$ cat src/rtl/clk_div_prog.sv
// Runtime-programmable 50%-duty integer clock divider (even and odd ratios)
// with a source-domain enable tick; all changes land on period boundaries.
module clk_div_prog #(
    parameter int CNT_W       = 8,
    parameter int DEFAULT_DIV = 7
) (
    input  logic             clk,
    input  logic             rst,
    input  logic             enable,
    input  logic [CNT_W-1:0] div_ratio,
    input  logic             div_load,
    output logic             div_ack,
    output logic             div_err,
    output logic [CNT_W-1:0] cur_ratio,
    output logic             running,
    output logic             clk_out,
    output logic             clk_en_tick
);

    localparam logic [CNT_W-1:0] DEF_R = CNT_W'(DEFAULT_DIV);
    localparam logic [CNT_W-1:0] ONE   = CNT_W'(1);
    localparam logic [CNT_W-1:0] TWO   = CNT_W'(2);

    logic [CNT_W-1:0] cnt_q, cnt_d;
    logic [CNT_W-1:0] cur_q, cur_d;
    logic [CNT_W-1:0] pend_q, pend_d;
    logic             pend_v_q, pend_v_d;
    logic             run_q, run_d;
    logic             p_q, p_d;
    logic             odd_q, odd_d;
    logic             tick_q, tick_d;
    logic             ack_q, ack_d;
    logic             err_q, err_d;
    logic             n_q;
    logic [CNT_W-1:0] half;
    logic [CNT_W-1:0] cnt_inc;
    logic             last;

    assign half    = cur_q >> 1;
    assign cnt_inc = cnt_q + ONE;
    assign last    = run_q && (cnt_q == cur_q - ONE);

    always_comb begin
        cnt_d    = cnt_q;
        cur_d    = cur_q;
        pend_d   = pend_q;
        pend_v_d = pend_v_q;
        run_d    = run_q;
        p_d      = p_q;
        odd_d    = odd_q;
        tick_d   = 1'b0;
        ack_d    = 1'b0;
        err_d    = 1'b0;

        // Apply before capture so a load in the boundary cycle waits a period
        if (pend_v_q && (!run_q || last)) begin
            cur_d    = pend_q;
            odd_d    = pend_q[0];
            pend_v_d = 1'b0;
            ack_d    = 1'b1;
        end

        if (div_load) begin
            if (div_ratio < TWO) begin
                err_d = 1'b1;
            end else begin
                pend_d   = div_ratio;
                pend_v_d = 1'b1;
            end
        end

        if (!run_q) begin
            if (enable) begin
                run_d  = 1'b1;
                cnt_d  = '0;
                p_d    = 1'b1;
                tick_d = 1'b1;
            end
        end else if (last) begin
            cnt_d = '0;
            if (enable) begin
                p_d    = 1'b1;
                tick_d = 1'b1;
            end else begin
                run_d = 1'b0;
                p_d   = 1'b0;
            end
        end else begin
            cnt_d = cnt_inc;
            p_d   = cnt_inc < half;
        end
    end

    always_ff @(posedge clk) begin
        if (rst) begin
            cnt_q    <= '0;
            cur_q    <= DEF_R;
            pend_q   <= '0;
            pend_v_q <= 1'b0;
            run_q    <= 1'b0;
            p_q      <= 1'b0;
            odd_q    <= DEF_R[0];
            tick_q   <= 1'b0;
            ack_q    <= 1'b0;
            err_q    <= 1'b0;
        end else begin
            cnt_q    <= cnt_d;
            cur_q    <= cur_d;
            pend_q   <= pend_d;
            pend_v_q <= pend_v_d;
            run_q    <= run_d;
            p_q      <= p_d;
            odd_q    <= odd_d;
            tick_q   <= tick_d;
            ack_q    <= ack_d;
            err_q    <= err_d;
        end
    end

    // Half-cycle retime of p_q stretches odd-ratio highs by half a clock
    always_ff @(negedge clk) begin
        if (rst) begin
            n_q <= 1'b0;
        end else begin
            n_q <= p_q;
        end
    end

    // run_q gate lets reset truncate the output without waiting for a negedge
    assign clk_out     = p_q | (odd_q & run_q & n_q);
    assign clk_en_tick = tick_q;
    assign div_ack     = ack_q;
    assign div_err     = err_q;
    assign cur_ratio   = cur_q;
    assign running     = run_q;

endmodule
$ cat config.mk
export PLATFORM = sky130hd
export DESIGN_NAME = clk_div_prog
export DESIGN_NICKNAME = d
export VERILOG_FILES = /design/src/rtl/clk_div_prog.sv
export SDC_FILE = /design/constraint.sdc
export NUM_CORES = 1
export LEC_CHECK = 0
export ABC_AREA = 1
export CORE_UTILIZATION = 54
export DETAILED_ROUTE_END_ITERATION = 10
export PLACE_DENSITY = 0.79
export REMOVE_ABC_BUFFERS = 1
export SETUP_SLACK_MARGIN = 0.05
export SLEW_MARGIN = 20
export SYNTH_ARGS = -nofsm -noshare
export SYNTH_HDL_FRONTEND = slang
export SYNTH_SLANG_ARGS = --single-unit
$ cat constraint.sdc
create_clock -name clk -period 2.42 [get_ports clk]
set_input_delay 0.726 -clock clk [delete_from_list [all_inputs] [get_ports clk]]
set_output_delay 0.726 -clock clk [all_outputs]
set_load 0.01 [all_outputs]
* Word-level counts from Yosys, hierarchy flattened
Cells that the tools add are included.
Word-level totals: output and inout port bits 13, flip-flop bits (word level) 32
Cells by class: reductions and logical operators 7, equality and inequality tests 1, bitwise logic cells 5, multiplexer cells 16, magnitude comparators 2, add/subtract/negate cells 2
Operators with widths (count):
- 8-bit 2-to-1 mux | 3
- 1-bit 2-to-1 mux | 13
- 8-bit by 1-bit adder with 8-bit output, second input constant | 1
- 8-bit == test | 1
- 8-bit by 2-bit < comparator with 1-bit output, second input constant | 1
- 8-bit by 7-bit < comparator with 1-bit output | 1
- 8-bit by 1-bit subtractor with 8-bit output, second input constant | 1
- 1-bit bitwise AND | 2
- 1-bit logical AND | 2
- 1-bit NOT | 2
- 2-bit AND reduction | 1
- 2-bit nonzero test | 1
- 2-bit OR reduction | 1
- 1-bit zero test | 1
- 1-bit logical OR | 1
- 1-bit OR | 1

* Logic depth before layout (Yosys ltp)
Gate-level depths: netlist (run 1).
depth in word-level cells 8, gate-level depth with buffers 17, mapped depth without buffers 17

==> results of run 1 <==
[cell usage in the layout (no fill, tap or decap)]
| cell | instances |
|---|---|
| a21oi_1 | 18 |
| nand2_8 | 1 |
| clkdlybuf4s50_1 | 23 |
| nor2_4 | 1 |
| clkbuf_8 | 1 |
| o21ai_0 | 11 |
| nand3_1 | 26 |
| and3_1 | 1 |
| nand4_1 | 1 |
| nor2_2 | 2 |
| o21ai_2 | 1 |
| inv_2 | 1 |
| clkinvlp_2 | 1 |
| clkbuf_4 | 5 |
| nand3_2 | 2 |
| ha_1 | 8 |
| nor4_1 | 1 |
| xnor2_1 | 4 |
| a21oi_2 | 3 |
| nor2_1 | 31 |
| nand2_1 | 72 |
| nand2_2 | 1 |
| nand2_4 | 1 |
| inv_1 | 36 |
| nor3_1 | 3 |
| dfxtp_1 | 31 |
| xor2_1 | 2 |
| buf_2 | 1 |
| buf_4 | 3 |
[logic make-up (layout without fill, tap and decap cells)]
family                     count (synthesis)  count (layout)  share of synthesized area, %
AOI/OAI and AO/OA                         33              33                         10.10
xor gates and xnor gates                   6               6                         2.945
adders and majority gates                  8               8                         5.610
buffers and inverters                     45              71                         11.15
DFF                                       31              31                         34.78
and+or+nand+nor                          143             143                         35.41
[per-layer routing]
layer | vias to the layer above | part of all wire (%) | wire length, um
li1 | 897 | - | -
met5 | - | 0 | 0
met1 | 733 | 49 | 1709
met2 | 22 | 47 | 1636
met4 | 0 | 1.6 | 55
met3 | 7 | 2.6 | 91
[worst max-delay path, delay by kind of cell, from the launching register on]
family,cells,cell delay [ns]
DFF,1,0.29
and+or+nand+nor,2,0.15
buffers and inverters,1,0.12
[sequential cells by signal (all words and copies together), names as in the netlist]
| register | cells |
|---|---|
| clk_en_tick | 1 |
| n_q | 1 |
| div_ack | 1 |
| running | 1 |
| pend_v_q | 1 |
| div_err | 1 |
| cur_ratio | 8 |
| pend_q | 8 |
| cnt_q | 8 |
| p_q | 1 |
[stage by stage]
step	util [%]	hold WS (ns)
after CTS	67.46	0.4590
after floorplan	-	0.4317
final	67.46	0.4559
after detailed placement	65.81	0.4457
after global routing	67.46	0.4793
after global placement	65.81	0.4411
[worst paths after layout]
kind,to
worst max register to register,cur_ratio[1]
worst min register to register,pend_q[5]
worst min-delay path,pend_q[5]
worst max-delay path,clk_out
[synth_stat cells (all sizes together)]
cell type  instances  area share [%]
clkbuf             3            0.63
a21oi             21             6.5
nand4              1            0.35
buf                5             2.7
nor4               1            0.35
dfxtp             31              35
nand2             75              17
nand3             28             8.4
ha                 8             5.6
inv               37             7.8
nor3               3            0.84
o21ai             12             3.6
xor2               2            0.98
and3               1            0.35
nor2              34             7.9
xnor2              4             2.0
[layout make-up]
class | count | share of cell area, %
Sequential cell | 31 | 29.65
Multi-Input combinational cell | 190 | 46.08
Timing Repair Buffer | 27 | 12.31
Tap cell | 44 | 2.630
Inverter | 36 | 6.455
Clock buffer | 6 | 2.451
Clock inverter | 2 | 0.4184
[power by group through the flow]
stage | sequential (mW) | combinational [mW] | clock [mW]
after floorplan | 0.585 | 0.135 | 0.00517
final | 0.572 | 0.225 | 0.305
after detailed placement | 0.584 | 0.229 | 0.00517
after global placement | 0.583 | 0.224 | 0.00517
after global routing | 0.577 | 0.255 | 0.338
after CTS | 0.572 | 0.228 | 0.310
[repair_timing]
item	4_1_cts	5_1_grt
pin swaps	1	1
hold buffers	0	0
endpoints found under the setup margin	1	1
gates resized for setup	4	0
==> out/results.tsv, run 1 <==
metric	value	unit
vdd_drop_max	405.8	uV
use_met1	29.28	%
seq_power_share	51.9	%
setup_viol	1	
layout_setup_ws	-0.4470	ns
crit_type	reg2out	
place_area	2042	sq um
ys_seq_area_share	34.78	%
antenna_found_initial	0	
die_w	59.48	um
path_cells	nand3_1, nand2_1, buf_2	
rows	20	
fin_total_pwr	1.101	mW
critPathCaptureType	output port	
p_int	777.8	uW
htree_levels	2	
critPathArrivalTime	2.14	ns
cpPeakStageDelay	0.29	ns
startpoint_type	flop	
vias_per_cell	4.938	
p_leak	1.009	nW
ctsLongestPathBuffers	2	
powerDensity	526.2	nW/um^2
hold_viol	0	
r2r-start	cur_ratio[0]	
switching_share	29.38	%
dieArea	3538	sq um
n_fill_cell	310	
n_antenna_cell	0	
ant_nets	0	
start_util	57.50	%
r2r_slack	0.42	ns
place_hpwl	2.704	mm
crit_path_top_delay_cell	dfxtp_1	
relSlewSlack	63.52	%
rsz0062_at_grt	true	
use_met3	5.022	%
yosys_register_bits	31	
vias	1659	
final_nets	312	
tritoncts	yes	
design_area	2093	sq um
hp-start	pend_q[5]	
seq_area	620.6	sq um
cap_violations	0	
r2r_cells	14	
p_sw	323.6	uW
holdCritPathClass	reg2reg	
pin_count	25	
synth.distinct_cells	28	
crit_required	1.69	ns
place.gp.congestion	0.8522	
drc_errors	0	
syn_area	1784	sq um
run_status	finished, violations left	
portBuffers	24	
synthCells	266	
multi_input_area	964.7	sq um
startpoint	n_q	
synth_warnings	0	
min_path_cells	2	
dp.cells	329	
instances_no_fill	336	
busiest_layer	met2	
post_cts_buffers	0	
grt_pass1_vias	1422	
drtIter0Drc	71	
grt_max_degree	21	
violations	setup timing	
grt-ovfl-total	0	
avgSynthCellArea	6.708	sq um
drt_wl_total	3.492	mm
grt_pass1_wl	6.168	mm
cp_max_fo	1	
drtPass1Iterations	4	
place_ws	-0.4794	ns
worst_slew_pin_slew	0.5465	ns
grtUsageTotal	23.27	%
drive_above_1_share	8.219	%
die_y	59.48	um
clock-sinks	31	
clk_latency	0.36	ns
wl_per_cell	10.39	um
gr-usage-met2	39.00	%
finClkSkew	0.04471	ns
clkPwrFrac	27.6	%
cts_root_buf	clkbuf_4	
clk_pin_slew	0.08	ns
cts-buffers-inserted	5	
area_delta_synth_final	17.32	%
maxSlewViolCount	0	
finalSetupTns	-0.4470	ns
core_area	3103	sq um
p_comb_share	20.4	%
Note: power is estimated with default switching activity, not from simulation.
==> run 2, diff against run 1 <==
GPL_ROUTABILITY_DRIVEN = 0   (was default)
==> results of run 2 <==
No change in the layout: final DEF, timing and power equal those of run 1.
==> run 3, diff against run 2 <==
CORE_ASPECT_RATIO = 1.1   (was default)
==> run 3 against run 2 <==
The run still ends with setup timing left. Die area about the same. Sequential power about the same. Cell count down 2.4%. Flip-flop and latch count unchanged.
==> out/results.tsv, run 3 (synthesized netlist as in run 1, its figures left out) <==
metric	value	unit	change
run_status	finished, violations left		
violations	setup timing		
ant_nets	0		unchanged
core_area	3100	sq um	about the same
clk_pin_slew	0.09	ns	about the same
place_area	2037	sq um	-0.25%
relSlewSlack	61.41	%	-2.1 points
die_y	62.29	um	+4.7%
post_cts_buffers	0		unchanged
grt-ovfl-total	0		unchanged
crit_type	reg2out		
antenna_found_initial	0		unchanged
worst_path_dominant_cell_family	flip-flops		
portBuffers	24		unchanged
hold_viol	0		unchanged
wl_per_cell	10.96	um	+5.5%
seq_power_share	46.5	%	-5.4 points
crit_path_end	clk_out		
grt_pass1_wl	6.134	mm	-0.55%
grtUsageTotal	22.11	%	-1.2 points
p_leak	1.031	nW	+2.3%
path_cells	nand3_1, nand2_1, buf_2		
hp-start	pend_q[5]		
rows	21		+5.0%
rsz0062_at_grt	true		
die_w	56.81	um	-4.5%
p_int	889.5	uW	+14%
clock-sinks	31		unchanged
clk_latency	0.38	ns	+0.02 ns
ctsLongestPathBuffers	2		unchanged
crit_path_top_delay_cell	dfxtp_1		
final_util	68.32	%	+0.86 points
vias	1695		+2.2%
mostFrequentLayoutCell	nand2_1		
path_depth	3		unchanged
crit_buf_inv	1		unchanged
dp.cells	320		-2.7%
vias_per_cell	5.168		+4.7%
postCtsHoldBufs	0		unchanged
dieArea	3538	sq um	about the same
place_hpwl	2.745	mm	+1.5%
powerDensity	583.6	nW/um^2	+11%
grt_max_degree	21		unchanged
startpoint	n_q		
worst_slew_pin_slew	0.5781	ns	+0.03156 ns
setup_viol	1		unchanged
n_antenna_cell	0		unchanged
r2r_slack	0.35	ns	-0.07 ns
layout_setup_ws	-0.4738	ns	-0.02680 ns
p_sw	346.6	uW	+7.1%
grt_pass1_vias	1477		+3.9%
cp_max_fo	1		unchanged
drtIter0Drc	80		+13%
vdd_drop_max	542.2	uV	+34%
drive_above_1_share	8.844	%	+0.62 points
cpPeakStageDelay	0.30	ns	about the same
final_cell_mix	nand2_1, inv_1, nor2_1, dfxtp_1, nand3_1		
final_nets	313		+0.32%
critPathCaptureType	output port		
drtPass1Iterations	4		unchanged
clkPwrFrac	35.2	%	+7.6 points
cap_violations	0		unchanged
drt_wl_total	3.596	mm	+3.0%
cts_root_buf	clkbuf_4		
holdCritPathClass	reg2reg		
start_util	57.55	%	about the same
timing.rr.end	cur_ratio[1]		
p_comb_share	18.2	%	-2.2 points
instances_no_fill	328		-2.4%
pin_count	25		unchanged
tritoncts	yes		
drc_errors	0		unchanged
finClkSkew	0.04172	ns	-0.002992 ns
area_delta_synth_final	18.72	%	
switching_share	28.04	%	-1.3 points
startpoint_type	flop		
finalSetupTns	-0.4738	ns	-0.02680 ns
htree_levels	2		unchanged
critPathArrivalTime	2.17	ns	+0.03 ns
cts-buffers-inserted	5		unchanged
crit_required	1.69	ns	about the same
design_area	2118	sq um	+1.2%
maxSlewViolCount	0		unchanged
r2r_cells	14		unchanged
r2r-start	cur_ratio[0]		
-- run 3: timing repair --
action,CTS,global route
gates resized for setup,4,0
pin swaps,1,1
setup endpoints to repair,1,1
endpoints found under the hold margin,0,0
-- run 3: worst register-to-register path: cells and delay by family (launching register included) --
family,cells,cell delay (ns)
and+or+nand+nor,11,1.03
DFF,1,0.49
buffers and inverters,2,0.19
adders and majority gates,1,0.23
-- run 3: area by class of cell --
class | count | area [sq um]
clock buffer | 6 | 51.30
clock inverter | 3 | 38.79
timing repair buffer | 28 | 265.3
fill | 285 | 982.2
sequential | 31 | 620.6
inverter | 36 | 135.1
multi-input combinational | 190 | 964.7
tap | 34 | 42.54
-- run 3: per-layer routing --
layer	up-vias	wire, um	global-route usage [%]
li1	893	-	-
met1	762	1618	25.79
met2	32	1803	38.24
met3	8	112	5.417
met4	0	61	9.146
met5	-	0	0
-- run 3: stage by stage --
step           hold slack [ns]  setup WS (ns)  total power, mW
2_1_floorplan           0.4317        0.01444           0.7254
3_3_place_gp            0.4403        -0.4939           0.8138
3_5_place_dp            0.4508        -0.4856           0.8195
4_1_cts                 0.4645        -0.4951            1.244
5_1_grt                 0.4900        -0.5257            1.301
6_report                0.4666        -0.4738            1.236
-- run 3: power groups by stage --
stage | Sequential [mW] | Clock, mW | Combinational [mW]
2_1_floorplan | 0.585 | 0.00517 | 0.135
3_3_place_gp | 0.585 | 0.00517 | 0.223
3_5_place_dp | 0.586 | 0.00517 | 0.228
4_1_cts | 0.575 | 0.442 | 0.228
5_1_grt | 0.579 | 0.468 | 0.254
6_report | 0.575 | 0.436 | 0.225
-- run 3: how the worst min path moves through the flow --
stage / cells past startpoint / to / slack [ns]
floorplan: 2 / pend_q[3] / 0.43
global placement: 2 / pend_q[6] / 0.44
detailed placement: 2 / pend_q[5] / 0.45
CTS: 2 / pend_q[5] / 0.46
global route: 2 / pend_q[4] / 0.49
finish: 2 / pend_q[5] / 0.47
==> variant 1 (config.mk and constraints of run 1) <==
Add an input register stage for `div_ratio` and `div_load`; this delays them by one clock. The other inputs are not delayed to match.
--- a/src/rtl/clk_div_prog.sv
+++ b/src/rtl/clk_div_prog.sv
@@ -20,6 +20,14 @@
     localparam logic [CNT_W-1:0] DEF_R = CNT_W'(DEFAULT_DIV);
     localparam logic [CNT_W-1:0] ONE   = CNT_W'(1);
     localparam logic [CNT_W-1:0] TWO   = CNT_W'(2);
+
+    logic [CNT_W-1:0] div_ratio_q;
+    logic div_load_q;
+
+    always_ff @(posedge clk) begin
+        div_ratio_q <= div_ratio;
+        div_load_q  <= div_load;
+    end
 
     logic [CNT_W-1:0] cnt_q, cnt_d;
     logic [CNT_W-1:0] cur_q, cur_d;
@@ -60,11 +68,11 @@
             ack_d    = 1'b1;
         end
 
-        if (div_load) begin
-            if (div_ratio < TWO) begin
+        if (div_load_q) begin
+            if (div_ratio_q < TWO) begin
                 err_d = 1'b1;
             end else begin
-                pend_d   = div_ratio;
+                pend_d   = div_ratio_q;
                 pend_v_d = 1'b1;
             end
         end
Function: not checked (the comparison handles one clock edge and no latches or derived clocks); the edit may change what the design does.
==> variant 1 against run 1 <==
The run still ends with negative setup slack left. Synthesized area increased by 7.9%. Count of clock-buffer cells in the layout unchanged. Routed wire length increased by 8.2%. Register-to-register slack got worse by 90 ps. Critical path depth unchanged. Final area increased by 8.8%. Sequential cell count increased by 9. Non-clock buffer count increased by 5. Die area increased by 7.6%. Power increased by 17%. Worst setup slack got worse by 6.2 ps. Critical endpoint unchanged. Largest cell class unchanged. Largest power group unchanged. Highest routed layer unchanged.
==> variant 1: results (changes against run 1) <==
stage	metric	value	unit	change
sta	finalHoldWorstSlack	439	ps	-17.1 ps
placed_design	dpl.hpwl	2.94	mm	+8.8%
route	dr_wl_met2	1.92	mm	+17%
placed_design	detailedPlace.worstSlack	-476	ps	+2.98 ps
status	violations	negative setup slack		
clocking	htree_levels	2		unchanged
route	vias_per_cell	5.02		+1.7%
worst_setup_path	critPathArrivalTime	2150	ps	
sta	maxSlewHeadroom	64.8	%	+1.3 points
clocking	root_buffer	clkbuf_4		
route	routed_wl	3.78	mm	+8.2%
global_route	met1_usage	26.2	%	-3.1 points
sta	worst_slack	-453	ps	-6.17 ps
yosys	async_reset_ff_share	0	%	unchanged
route	drt_first_iter_violations	60		-15%
clocking	cts_setup_buffers	0		unchanged
yosys	synth_commonest_cells	nand2_1, dfxtp_1, inv_1		
sta	setup_tns	-453	ps	-6.17 ps
route	wl_met3	171	um	+88%
worst_setup_path	critical_path.max_fanout	1		unchanged
worst_setup_path	slowest_delay	320	ps	+30 ps
yosys	synthFlopType	dfxtp_1		
global_route	grt_usage	22.4	%	-0.91 points
clocking	numCtsBuffers	5		unchanged
yosys	ys_top_cells_by_area	dfxtp_1, nand2_1, nand3_1		
placed_design	dpl_cell_area	0.00222	mm2	+8.6%
worst_setup_path	reg2reg_slack	330	ps	-90 ps
clocking	path_clk_slew	100	ps	+20 ps
pwr	power.switching	0.000355	W	+9.7%
layout	finalNetCount	321		+2.9%
placed_design	io_buffers	24		unchanged
global_route	met2_usage	39.6	%	+0.63 points
yosys	syn_area_per_cell	7.13	um2	+6.3%
layout	drive_above_1_share	8.28	%	+0.059 points
placed_design	gp_routability_congestion	0.831		-2.5%
pwr	static-leakage-power	1.05	nW	+4.4%
clocking	cts_resized	6		+2
sta	skew	49.5	ps	+4.82 ps
sta	setup_viol	1		unchanged
yosys	synth.distinct_cells	25		-11%
pwr	ir_drop	0.386	mV	-4.8%
route	wl_met1	1.63	mm	-4.8%
pwr	powerDensity	568	mW/mm2	+7.9%
clocking	cts_buffer_depth	2		unchanged
route	drc	0		unchanged
yosys	ys_seq_area_share	41.6	%	+6.8 points
pwr	power_frac_seq	56.3	%	+4.4 points
global_route	met3_usage	4.97	%	-0.053 points
route	vias	1747		+5.3%
worst_setup_path	crit_family	flip-flops		
clocking	clock_latency	390	ps	+30 ps
status	status	finished with violations		
global_route	grt_max_degree	22		+4.8%
global_route	grt_pass1_vias	1490		+4.8%
global_route	grt_pass1_wl	6.20	mm	+0.45%
placed_design	dp.cells	340		+3.3%
sta	hold_viol	0		unchanged
worst_setup_path	slowest_stage	dfxtp_2		
pwr	clkPwrFrac	26.1	%	-1.5 points
variant 1: cell families (layout without fill, tap and decap cells):
group / count (synthesis) / in the layout / share of synthesized area [%]
fa+ha+maj: 8 / 8 / 5.20
compound gates: 35 / 35 / 9.69
buf+inv: 43 / 75 / 10.1
xor+xnor: 5 / 5 / 2.28
simple gates: 139 / 139 / 31.1
flops: 40 / 40 / 41.6
variant 1: worst paths after layout:
kind,start,to,cells after the start
setup / recovery,n_q$_SDFF_NP0_,clk_out,3
hold / removal,div_load_q$_DFF_P_,div_err$_SDFF_PP0_,2
setup reg to reg,cur_ratio[0]$_SDFFE_PP1P_,cur_ratio[0]$_SDFFE_PP1P_,13
hold reg to reg,div_load_q$_DFF_P_,div_err$_SDFF_PP0_,2
variant 1: area by class of cell:
class	instances	area (um2)
clock buffer	6	51.3
clock inverter	3	11.3
fill	328	1080
inverter	34	128
multi-input combinational	187	933
sequential	40	802
tap	46	57.6
timing repair buffer	32	295
==> variant 2 (settings of run 1) <==
Without the edit above. Set the parameter `CNT_W` to 7 (it was 8).
--- a/src/rtl/clk_div_prog.sv
+++ b/src/rtl/clk_div_prog.sv
@@ -1,7 +1,7 @@
 // Runtime-programmable 50%-duty integer clock divider (even and odd ratios)
 // with a source-domain enable tick; all changes land on period boundaries.
 module clk_div_prog #(
-    parameter int CNT_W       = 8,
+    parameter int CNT_W       = 7,
     parameter int DEFAULT_DIV = 7
 ) (
     input  logic             clk,
Interface: changed (resized cur_ratio and div_ratio); port bits go from 25 to 23. No check against the original RTL was run, so the function may have changed too.
==> variant 2 against run 1 <==
The flow still finishes with violations (negative setup slack). Critical path type unchanged. Combinational power is 16% lower. Final area is 13% lower. Power is 15% lower. Largest power group unchanged. Synthesized area is 12% lower. Worst setup slack worse by 22 ps. Routed wire length is 15% lower. Final cell count is 15% lower. Sequential cell count is 3 lower.
==> variant 2: results (changes against run 1) <==
stage	metric	value	unit	change
placed_design	dpl_cell_area	0.00179	mm2	-12%
route	routed_wl	2.96	mm	-15%
layout	fin_area	0.00183	mm2	-13%
yosys	ys_top_cells_by_area	dfxtp_1, nand2_1, nand3_1		
sta	worst_slack	-469	ps	-22.1 ps
layout	multi_input_cells	167		-12%
pwr	power.switching	0.000266	W	-18%
worst_setup_path	critPathArrivalTime	2160	ps	+20 ps
layout	nFillCells	274		-12%
sta	finalHoldWorstSlack	461	ps	+4.76 ps
clocking	numCtsBuffers	3		-2
worst_setup_path	r2r_cells	13		-1
placed_design	gp_routability_congestion	0.811		-4.8%
route	wl_met1	1.47	mm	-14%
global_route	grt_usage	20.9	%	-2.3 points
layout	n_all_buffers	23		-15%
global_route	met1_usage	28.1	%	-1.2 points
layout	buf_share	12.2	%	-0.13 points
yosys	synth-adder-area-share	5.60	%	-0.0056 points
placed_design	dp.cells	283		-14%
sta	skew	55.5	ps	+10.8 ps
yosys	synth_compound_area_share	8.97	%	-1.1 points
status	violations	negative setup slack		
pwr	power_frac_comb	20.2	%	-0.2 points
global_route	grt_pass1_vias	1232		-13%
clocking	path_clk_slew	140	ps	+60 ps
global_route	grt_pass1_wl	5.29	mm	-14%
global_route	met3_usage	3.26	%	-1.8 points
status	status	finished with violations		
placed_design	dpl.hpwl	2.31	mm	-15%
sta	setup_viol	1		unchanged
yosys	ys_seq_area_share	35.9	%	+1.1 points
yosys	netlist_instances	236		-11%
min_path	holdPathEnd	pend_q[3]$_SDFFE_PP0P_		
variant 2: cell count changes in the layout (fill, tap and decap cells not counted), moves of 4 or more:
| cell | run 1 | this run |
|---|---|---|
| inv_2 | 1 | 5 |
| a21oi_1 | 18 | 11 |
| nand3_1 | 26 | 30 |
| nand2_1 | 72 | 67 |
| dfxtp_1 | 31 | 27 |
| inv_1 | 36 | 29 |
| nor2_1 | 31 | 24 |
variant 2: worst max path at each step:
stage | from | to | slack (ps) | cells after the start
3_3_place_gp | n_q$_SDFF_NP0_ | clk_out | -460 | 3
3_5_place_dp | n_q$_SDFF_NP0_ | clk_out | -460 | 3
5_1_grt | n_q$_SDFF_NP0_ | clk_out | -540 | 3
4_1_cts | n_q$_SDFF_NP0_ | clk_out | -440 | 3
2_1_floorplan | n_q$_SDFF_NP0_ | clk_out | 20 | 2
6_report | n_q$_SDFF_NP0_ | clk_out | -470 | 3
